<file path="src/rtl/vit_frame_ctrl_if.sv">
// vit_frame_ctrl_if: frame handshake and datapath-enable bundle; VIT_FRAME_CTRL_STATS_EN adds frame/stall counters
interface vit_frame_ctrl_if #(parameter int SYM_W = 3);
  logic             in_valid;
  logic             in_ready;
  logic [15:0]      in_data;
  logic [15:0]      brch_data;
  logic             en_brch;
  logic             en_acs;
  logic             en_tb;
  logic [SYM_W-1:0] sym_idx;
  logic             out_valid;
  logic             out_ready;
  logic             busy;
`ifdef VIT_FRAME_CTRL_STATS_EN
  logic [15:0]      frame_cnt;
  logic [15:0]      stall_cnt;
  modport master (output in_valid, in_data, out_ready,
                  input in_ready, brch_data, en_brch, en_acs, en_tb, sym_idx, out_valid, busy, frame_cnt, stall_cnt);
  modport slave  (input in_valid, in_data, out_ready,
                  output in_ready, brch_data, en_brch, en_acs, en_tb, sym_idx, out_valid, busy, frame_cnt, stall_cnt);
`else
  modport master (output in_valid, in_data, out_ready,
                  input in_ready, brch_data, en_brch, en_acs, en_tb, sym_idx, out_valid, busy);
  modport slave  (input in_valid, in_data, out_ready,
                  output in_ready, brch_data, en_brch, en_acs, en_tb, sym_idx, out_valid, busy);
`endif
endinterface

</file>
<file path="src/rtl/vit_frame_ctrl.sv">
// vit_frame_ctrl: Viterbi frame sequencer (LOAD/BRCH/FLUSH/TB/DONE); VIT_FRAME_CTRL_STATS_EN adds frame_cnt/stall_cnt
module vit_frame_ctrl #(
  parameter int N_SYM   = 8,
  parameter int ACS_LAT = 2,
  parameter int TB_LEN  = 8
) (
  input logic clk,
  input logic rst,
  vit_frame_ctrl_if.slave bus
);
  typedef enum logic [2:0] {S_IDLE, S_LOAD, S_BRCH, S_FLUSH, S_TB, S_DONE} state_t;
  localparam int MX1 = N_SYM > ACS_LAT ? N_SYM : ACS_LAT;
  localparam int MX  = MX1 > TB_LEN ? MX1 : TB_LEN;
  localparam int CW  = MX > 1 ? $clog2(MX) : 1;
  localparam int SW  = N_SYM > 1 ? $clog2(N_SYM) : 1;
  state_t             r_state, w_next;
  logic [CW-1:0]      r_cnt;
  logic [ACS_LAT-1:0] r_sh;
  logic [15:0]        r_data;
  logic               w_timed;
  always_ff @(posedge clk) begin
    if (rst) begin
      r_state <= S_IDLE;
      r_cnt   <= '0;
      r_sh    <= '0;
      r_data  <= '0;
    end else begin
      r_state <= w_next;
      r_cnt   <= (r_state != w_next || !w_timed) ? '0 : r_cnt + 1'b1;
      r_sh    <= ACS_LAT'({r_sh, r_state == S_BRCH});
      r_data  <= (r_state == S_IDLE && bus.in_valid) ? bus.in_data : r_data;
    end
  end
  always_comb begin
    w_next  = r_state;
    w_timed = r_state == S_BRCH || r_state == S_FLUSH || r_state == S_TB;
    unique case (r_state)
      S_IDLE:  w_next = bus.in_valid ? S_LOAD : S_IDLE;
      S_LOAD:  w_next = S_BRCH;
      S_BRCH:  w_next = r_cnt == CW'(N_SYM - 1) ? S_FLUSH : S_BRCH;
      S_FLUSH: w_next = r_cnt == CW'(ACS_LAT - 1) ? S_TB : S_FLUSH;
      S_TB:    w_next = r_cnt == CW'(TB_LEN - 1) ? S_DONE : S_TB;
      S_DONE:  w_next = bus.out_ready ? S_IDLE : S_DONE;
      default: w_next = S_IDLE;
    endcase
    bus.in_ready  = r_state == S_IDLE;
    bus.brch_data = r_data;
    bus.en_brch   = r_state == S_BRCH;
    bus.en_acs    = r_sh[ACS_LAT-1];
    bus.en_tb     = r_state == S_TB;
    bus.sym_idx   = r_state == S_BRCH ? r_cnt[SW-1:0] : '0;
    bus.out_valid = r_state == S_DONE;
    bus.busy      = r_state != S_IDLE;
  end
`ifdef VIT_FRAME_CTRL_STATS_EN
  logic [15:0] r_frame, r_stall;
  always_ff @(posedge clk) begin
    if (rst) begin
      r_frame <= '0;
      r_stall <= '0;
    end else begin
      r_frame <= (r_state == S_DONE && bus.out_ready) ? r_frame + 16'd1 : r_frame;
      r_stall <= (r_state == S_DONE && !bus.out_ready && r_stall != 16'hFFFF) ? r_stall + 16'd1 : r_stall;
    end
  end
  assign bus.frame_cnt = r_frame;
  assign bus.stall_cnt = r_stall;
`endif
endmodule

</file>
<file path="src/flat_wrapper.sv">
// flat-port wrapper written by rule: the top's interface ports become plain ports
module vit_frame_ctrl_flat 
#(
  parameter int N_SYM   = 8,
  parameter int ACS_LAT = 2,
  parameter int TB_LEN  = 8
)
  (clk, rst, bus_in_valid, bus_in_data, bus_out_ready, bus_in_ready, bus_brch_data, bus_en_brch, bus_en_acs, bus_en_tb, bus_sym_idx, bus_out_valid, bus_busy);
  vit_frame_ctrl_if #(.SYM_W(3)) bus_i ();
  input logic clk;
  input logic rst;
  input wire logic [$bits(bus_i.in_valid)-1:0] bus_in_valid;
  input wire logic [$bits(bus_i.in_data)-1:0] bus_in_data;
  input wire logic [$bits(bus_i.out_ready)-1:0] bus_out_ready;
  output wire logic [$bits(bus_i.in_ready)-1:0] bus_in_ready;
  output wire logic [$bits(bus_i.brch_data)-1:0] bus_brch_data;
  output wire logic [$bits(bus_i.en_brch)-1:0] bus_en_brch;
  output wire logic [$bits(bus_i.en_acs)-1:0] bus_en_acs;
  output wire logic [$bits(bus_i.en_tb)-1:0] bus_en_tb;
  output wire logic [$bits(bus_i.sym_idx)-1:0] bus_sym_idx;
  output wire logic [$bits(bus_i.out_valid)-1:0] bus_out_valid;
  output wire logic [$bits(bus_i.busy)-1:0] bus_busy;
  assign bus_i.in_valid = bus_in_valid;
  assign bus_i.in_data = bus_in_data;
  assign bus_i.out_ready = bus_out_ready;
  assign bus_in_ready = bus_i.in_ready;
  assign bus_brch_data = bus_i.brch_data;
  assign bus_en_brch = bus_i.en_brch;
  assign bus_en_acs = bus_i.en_acs;
  assign bus_en_tb = bus_i.en_tb;
  assign bus_sym_idx = bus_i.sym_idx;
  assign bus_out_valid = bus_i.out_valid;
  assign bus_busy = bus_i.busy;
  vit_frame_ctrl #(.N_SYM(N_SYM), .ACS_LAT(ACS_LAT), .TB_LEN(TB_LEN)) u_core (.clk(clk), .rst(rst), .bus(bus_i));
endmodule
</file>
<file path="config.mk">
export PLATFORM = sky130hd
export DESIGN_NAME = vit_frame_ctrl_flat
export DESIGN_NICKNAME = d
export VERILOG_FILES = /design/src/rtl/vit_frame_ctrl_if.sv /design/src/rtl/vit_frame_ctrl.sv /design/src/flat_wrapper.sv
export SDC_FILE = /design/constraint.sdc
export NUM_CORES = 1
export LEC_CHECK = 0
export BUFFER_PORTS_ARGS = -buffer_cell sky130_fd_sc_hd__buf_2
export CORE_UTILIZATION = 45
export DETAILED_ROUTE_END_ITERATION = 7
export GPL_ROUTABILITY_DRIVEN = 0
export PLACE_DENSITY_LB_ADDON = 0.2
export SYNTH_ARGS = -nofsm -noshare
export SYNTH_HDL_FRONTEND = slang
export SYNTH_SLANG_ARGS = --single-unit
</file>
<file path="constraint.sdc">
create_clock -name clk -period 2.1 [get_ports clk]
set_clock_uncertainty 0.1 [all_clocks]
set_input_delay 0.525 -clock clk [delete_from_list [all_inputs] [get_ports clk]]
set_output_delay 0.525 -clock clk [all_outputs]
set_load 0.02 [all_outputs]
</file>
==> results by group, run 1 <==
Die
  – Initial core utilization: 0.475
  – Rows: 17
  – Die width: between 50 and 60 µm
  – I/O pin count: 45
  – Die area: between 2000 and 3000 µm²
  – Core box area: about 2200 µm²
  – Die H: approximately 50 µm

CTS
  – Root buffer cell: clkbuf_4
  – Total CTS buffers: 3
  – CTS Buffer Depth: 2
  – Clk pin slew, worst setup/hold paths: 0.13 ns
  – Worst skew pair latency: 0.31 ns
  – TritonCTS clock tree: done
  – Setup bufs post-CTS: 0
  – Clock H-tree levels: 1
  – Clock sinks: 24

Critical path
  – CP Class: flip-flop to primary output
  – Worst path cell trace: and2b_2 > and3_1 > buf_2
  – CP Capture Type: primary output
  – Critical Path Start: u_core.r_state[2]
  – Critical-path top delay cell: dfxtp_4
  – R2R cell count: 3
  – CP peak stage delay: 0.43 ns
  – Critical Path Source Type: flip-flop
  – Critical Path RT: 1.47 ns
  – Worst-path maximum fanout: 11
  – R2R Path Start: u_core.r_state[0]
  – Arr. time, crit path: 1.35 ns

Detailed routing
  – Vias: 939
  – Initial DRC Count: 8
  – DR vias/cell: 4.97
  – Routed len/inst: 10.9 µm
  – Routed Antenna Nets: 0
  – Drt first pass iters: 4
  – DRC: 0
  – Total Wirelength: between 2000 and 2500 µm

GRT
  – Antenna violations before repair: 0
  – Global-route wire length before repair: 3390 µm
  – Pin count of the biggest net entering global routing: 23
  – All-Layer GR Usage: 0.179
  – Vias in the first global route: between 800 and 900
  – GRT overflow: 0

Synthesis
  – Post-synth EDFFs: 0
  – Top cells by area, synth: dfxtp_1 (46%), nand2_1 (12%), a21oi_1 (9.1%)
  – Syn Std Cell Area: 1040 µm²
  – Post-Synthesis Cells: 119
  – Ys Warns: 0
  – Seq cells post-synth: 24
  – Main synth FF type: dfxtp_1
  – Synthesized Nets: 142
  – Post-synth top area cell: dfxtp_1
  – Syn avg cell area: 8.75 µm²
  – Sequential area share after synthesis: 0.462
  – Post-synth ARST share: 0
  – Top-area cell type share of the netlist area: 0.462
  – Count leader, synth: nand2_1
  – Synth cell types: 28
  – Post-synth top cells: nand2_1 (34), dfxtp_1 (24), a21oi_1 (19), and3_1 (4), inv_1 (4)

STA
  – Setup TNS Final: 0 ns
  – Fin Hold WS: 0.332 ns
  – Max Freq: 505 MHz
  – Minimum clock period: 1.98 ns
  – RSZ-0062 raised after global routing: no
  – Pins Over Slew Limit: 0
  – Rel. slew slack: 0.743
  – Final worst path period share: 0.942
  – Final hold violation count: 0
  – Final setup viols: 0
  – Worst-margin pin slew: 0.376 ns

Placed design
  – Area after DPL: 1240 µm²
  – Detailed placement HPWL: approximately 1600 µm
  – # port buffers: 44

Status
  – Status: finished clean

Pwr
  – Leak pwr: 0.636 nW
  – PD cells: 813 nW/µm²
  – Power, Total: 1.05 mW
  – Max rail drop VDD: 0.369 mV

Min path
  – WHS Path Cells: 3
  – Min-delay src: bus_in_data[7]
  – Worst min path class: input port to flip-flop

Finish
  – Final #Nets: between 150 and 200
  – Area grow syn2layout: 24.5%
  – Layout cells sized above 1: 0.366
  – Design area: 1300 µm²
  – Final core occ: 0.592
  – Antenna cell count: 0

Run
  – Max_cap viols: 0
path summary, 6_finish.rpt:
path                              to  slack (ns)
max reg2reg  u_core.bus.brch_data[2]        0.64
min          u_core.bus.brch_data[7]        0.33
max                   bus_sym_idx[1]        0.12
min reg2reg  u_core.bus.brch_data[1]        0.36
metal layers:
layer  GRT usage  wire (µm)  part of all wire
met1       0.198        898              0.43
met2       0.311       1030              0.50
met3      0.0340        107             0.052
met4       0.105         30             0.015
met5           0          0                 0
power breakdown:
group          leakage (nW)  total, mW  switching, mW  internal, mW
Combinational         0.410      0.213          0.129        0.0836
Sequential            0.198      0.512         0.0244         0.488
Clock                0.0279      0.329          0.137         0.193
Total                 0.636       1.05          0.290         0.764
sequential cells by signal (all words and copies together), names as in the netlist:
name                  count
u_core.r_state            3
u_core.bus.brch_data     16
u_core.r_cnt              3
u_core.r_sh               2
logic make-up after synthesis:
group / after synthesis / share of synthesized area
simple gates: 56 / 0.282
flops: 24 / 0.462
compound gates: 23 / 0.125
buf+inv: 12 / 0.0865
fa+ha+maj: 3 / 0.0361
xor+xnor: 1 / 0.00841
cell usage in the layout (no fill, tap or decap), types with 3 or more instances in the layout:
| cell | instances |
|---|---|
| buf_2 | 44 |
| nand2_1 | 34 |
| dfxtp_1 | 21 |
| a21oi_1 | 19 |
| inv_1 | 4 |
| and3_1 | 4 |
| nor3_1 | 3 |
| nor3b_1 | 3 |
| ha_1 | 3 |
| clkbuf_4 | 3 |
critical path, delay by kind of cell, from the launching register on:
family,cells,cell delay (ns)
buffers and inverters,1,0.15
AND/OR/NAND/NOR,2,0.47
flip-flops,1,0.43
metrics by stage:
step	instances	worst slack, ns
floorplan	119	0.216
global placement	185	0.334
detailed placement	185	0.313
CTS	189	0.0445
global route	189	0.0326
finish	189	0.121
final cells by class:
class / count / area [µm²]
multi-input combinational: 83 / 472
clock inverter: 1 / 30.0
timing repair buffer: 46 / 235
inverter: 4 / 15.0
fill: 214 / 895
sequential: 24 / 487
tap: 28 / 35.0
clock buffer: 3 / 22.5
timing repair:
item | 4_1_cts | 5_1_grt
endpoints found under the hold margin | 0 | 0
hold buffers | 0 | 0
endpoints found under the setup margin | 4 | 4
gates resized for setup | 2 | 3
No activity file was read; power rests on OpenSTA's default activity.
==> run 2: changes to the inputs <==
Clock period 2.1 ns to 1.9 ns, I/O delays scaled along.
==> run 2 against run 1 <==
Compared with the run above:
- register-to-register slack worse by 0.26 ns
- final cell count rose by 2.1%
- largest cell class unchanged
- core utilization is 1.8 points higher
- sequential power up 10%
- power is 12% higher
- first-iteration DRC count grew 25%
- non-clock buffer count rose by 4
- global-route usage is 1.3 points higher
- clock-buffer cell count did not move
- die area unchanged
- final area increased by 3.1%
==> results by group, run 2 (synthesized netlist as in run 1, its figures left out) <==
Die
  – Die width: ~50 µm
  – Initial core utilization: 0.475
  – Rows: 17
  – Core box area: ~2200 µm²
  – Die H: roughly 50 µm
  – I/O pin count: 45
  – Die area: 2510 µm²

Finish
  – Area grow syn2layout: 28.4%
  – Max reg flops: 16
  – Fillers: 191
  – Design area: 1340 µm²
  – Commonest non-fill, non-tap cells in the layout: buf_2 (43), nand2_1 (34), dfxtp_1 (21), a21oi_1 (19), buf_4 (7)
  – Layout cells sized above 1: 0.388
  – Most common cell after layout, fill and taps aside: buf_2
  – Final #Nets: between 150 and 200
  – Antenna cell count: 0

Placed design
  – Detailed placement HPWL: 1590 µm
  – Dpl ws: 0.262 ns
  – # port buffers: 44
  – Area after DPL: 1250 µm²

STA
  – Final worst path period share: 0.977
  – Rel. slew slack: 0.733
  – Final setup viols: 0
  – Pins Over Slew Limit: 0
  – Max Freq: 539 MHz
  – Final setup margin: roughly 0.044 ns
  – Final hold violation count: 0
  – Worst-margin pin slew: 0.401 ns
  – Setup TNS Final: 0 ns
  – Minimum clock period: between 1.5 and 2 ns
  – RSZ-0062 raised after global routing: yes

Pwr
  – Logic pwr share: 0.212
  – Max rail drop VDD: 0.515 mV
  – Sequential share of power: 0.477
  – Internal: 0.855 mW
  – Switching Power: 0.327 mW
  – Switching Fraction: 0.276
  – Leak pwr: 0.658 nW
  – Power, Total: 1.18 mW
  – Part of the power in the clock network: 0.311
  – PD cells: 885 nW/µm²

CTS
  – Clock sinks: 24
  – TritonCTS clock tree: done
  – Root buffer cell: clkbuf_4
  – Total CTS buffers: 3
  – Clk pin slew, worst setup/hold paths: between 0.1 and 0.15 ns
  – Clock H-tree levels: 1
  – Worst skew pair latency: 0.32 ns
  – CTS Buffer Depth: 2

Detailed routing
  – Vias: 947
  – DR vias/cell: 4.91
  – DRC: 0
  – Total Wirelength: 2150 µm
  – Initial DRC Count: 10
  – Drt first pass iters: 4
  – Routed Antenna Nets: 0
  – Routed len/inst: 11.2 µm

GRT
  – GRT overflow: 0
  – Antenna violations before repair: 0
  – Pin count of the biggest net entering global routing: 23
  – Global-route wire length before repair: 3610 µm
  – Vias in the first global route: 885
  – All-Layer GR Usage: 0.192

Run
  – Max_cap viols: 0

Critical path
  – CP Capture Type: primary output
  – CP Class: flip-flop to primary output
  – Critical Path RT: 1.32 ns
  – Arr. time, crit path: between 1 and 1.5 ns
  – Worst-path maximum fanout: 7
  – Critical Path Source Type: flip-flop

Status
  – Status: finished clean

Min path
  – Worst min path class: input port to flip-flop
run 2: changes by cell type in the layout (fill, tap and decap cells not counted), sizes merged:
| cell | previous run | this run |
|---|---|---|
| buf | 46 | 50 |
run 2: per-stage QoR:
stage,utilization,instances,hold WS [ns]
3_3_place_gp,0.571,187,0.320
3_5_place_dp,0.571,187,0.326
4_1_cts,0.597,191,0.270
6_report,0.610,193,0.277
5_1_grt,0.610,193,0.269
2_1_floorplan,-,119,0.314
run 2: layer usage:
metal | share of wire | track usage | wire [µm]
met1 | 0.45 | 0.226 | 969
met2 | 0.48 | 0.304 | 1030
met3 | 0.054 | 0.0370 | 117
met4 | 0.018 | 0.143 | 38
met5 | 0 | 0 | 0
run 2: what timing repair did:
item                                   CTS  global route
gates resized for setup                  3             5
hold buffers                             0             0
buffers inserted                         0             2
setup endpoints to repair                6             8
endpoints found under the hold margin    0             0
run 2: layout make-up:
| cell class | instances | area (µm²) | share of cell area |
|---|---|---|---|
| Timing Repair Buffer | 50 | 268 | 0.200 |
| Clock inverter | 1 | 30.0 | 0.0225 |
| Clock buffer | 3 | 22.5 | 0.0169 |
| Sequential cell | 24 | 489 | 0.366 |
| Tap cell | 28 | 35.0 | 0.0262 |
| Inverter | 4 | 15.0 | 0.0112 |
| Multi-Input combinational cell | 83 | 477 | 0.357 |
run 2: critical path: stages, from the launching register on:
cell     delay (ns)
dfxtp_4        0.38
and2b_2        0.24
and3_1         0.19
buf_2          0.15
run 2: path summary, 6_finish.rpt:
kind	from	depth (start not counted)	end	slack, ns
setup / recovery	u_core.r_state[1]	3	bus_sym_idx[1]	0.04
hold / removal	bus_in_data[3]	3	u_core.bus.brch_data[3]	0.28
setup reg to reg	u_core.r_state[2]	4	u_core.bus.brch_data[11]	0.38
hold reg to reg	u_core.r_sh[0]	1	u_core.r_sh[1]	0.35
run 2: power groups by stage:
stage / sequential [mW] / combinational [mW] / clock (mW)
5_1_grt: 0.569 / 0.279 / 0.403
4_1_cts: 0.565 / 0.244 / 0.377
3_5_place_dp: 0.575 / 0.242 / 0
2_1_floorplan: 0.600 / 0.152 / 0
3_3_place_gp: 0.573 / 0.238 / 0
6_report: 0.564 / 0.251 / 0.368
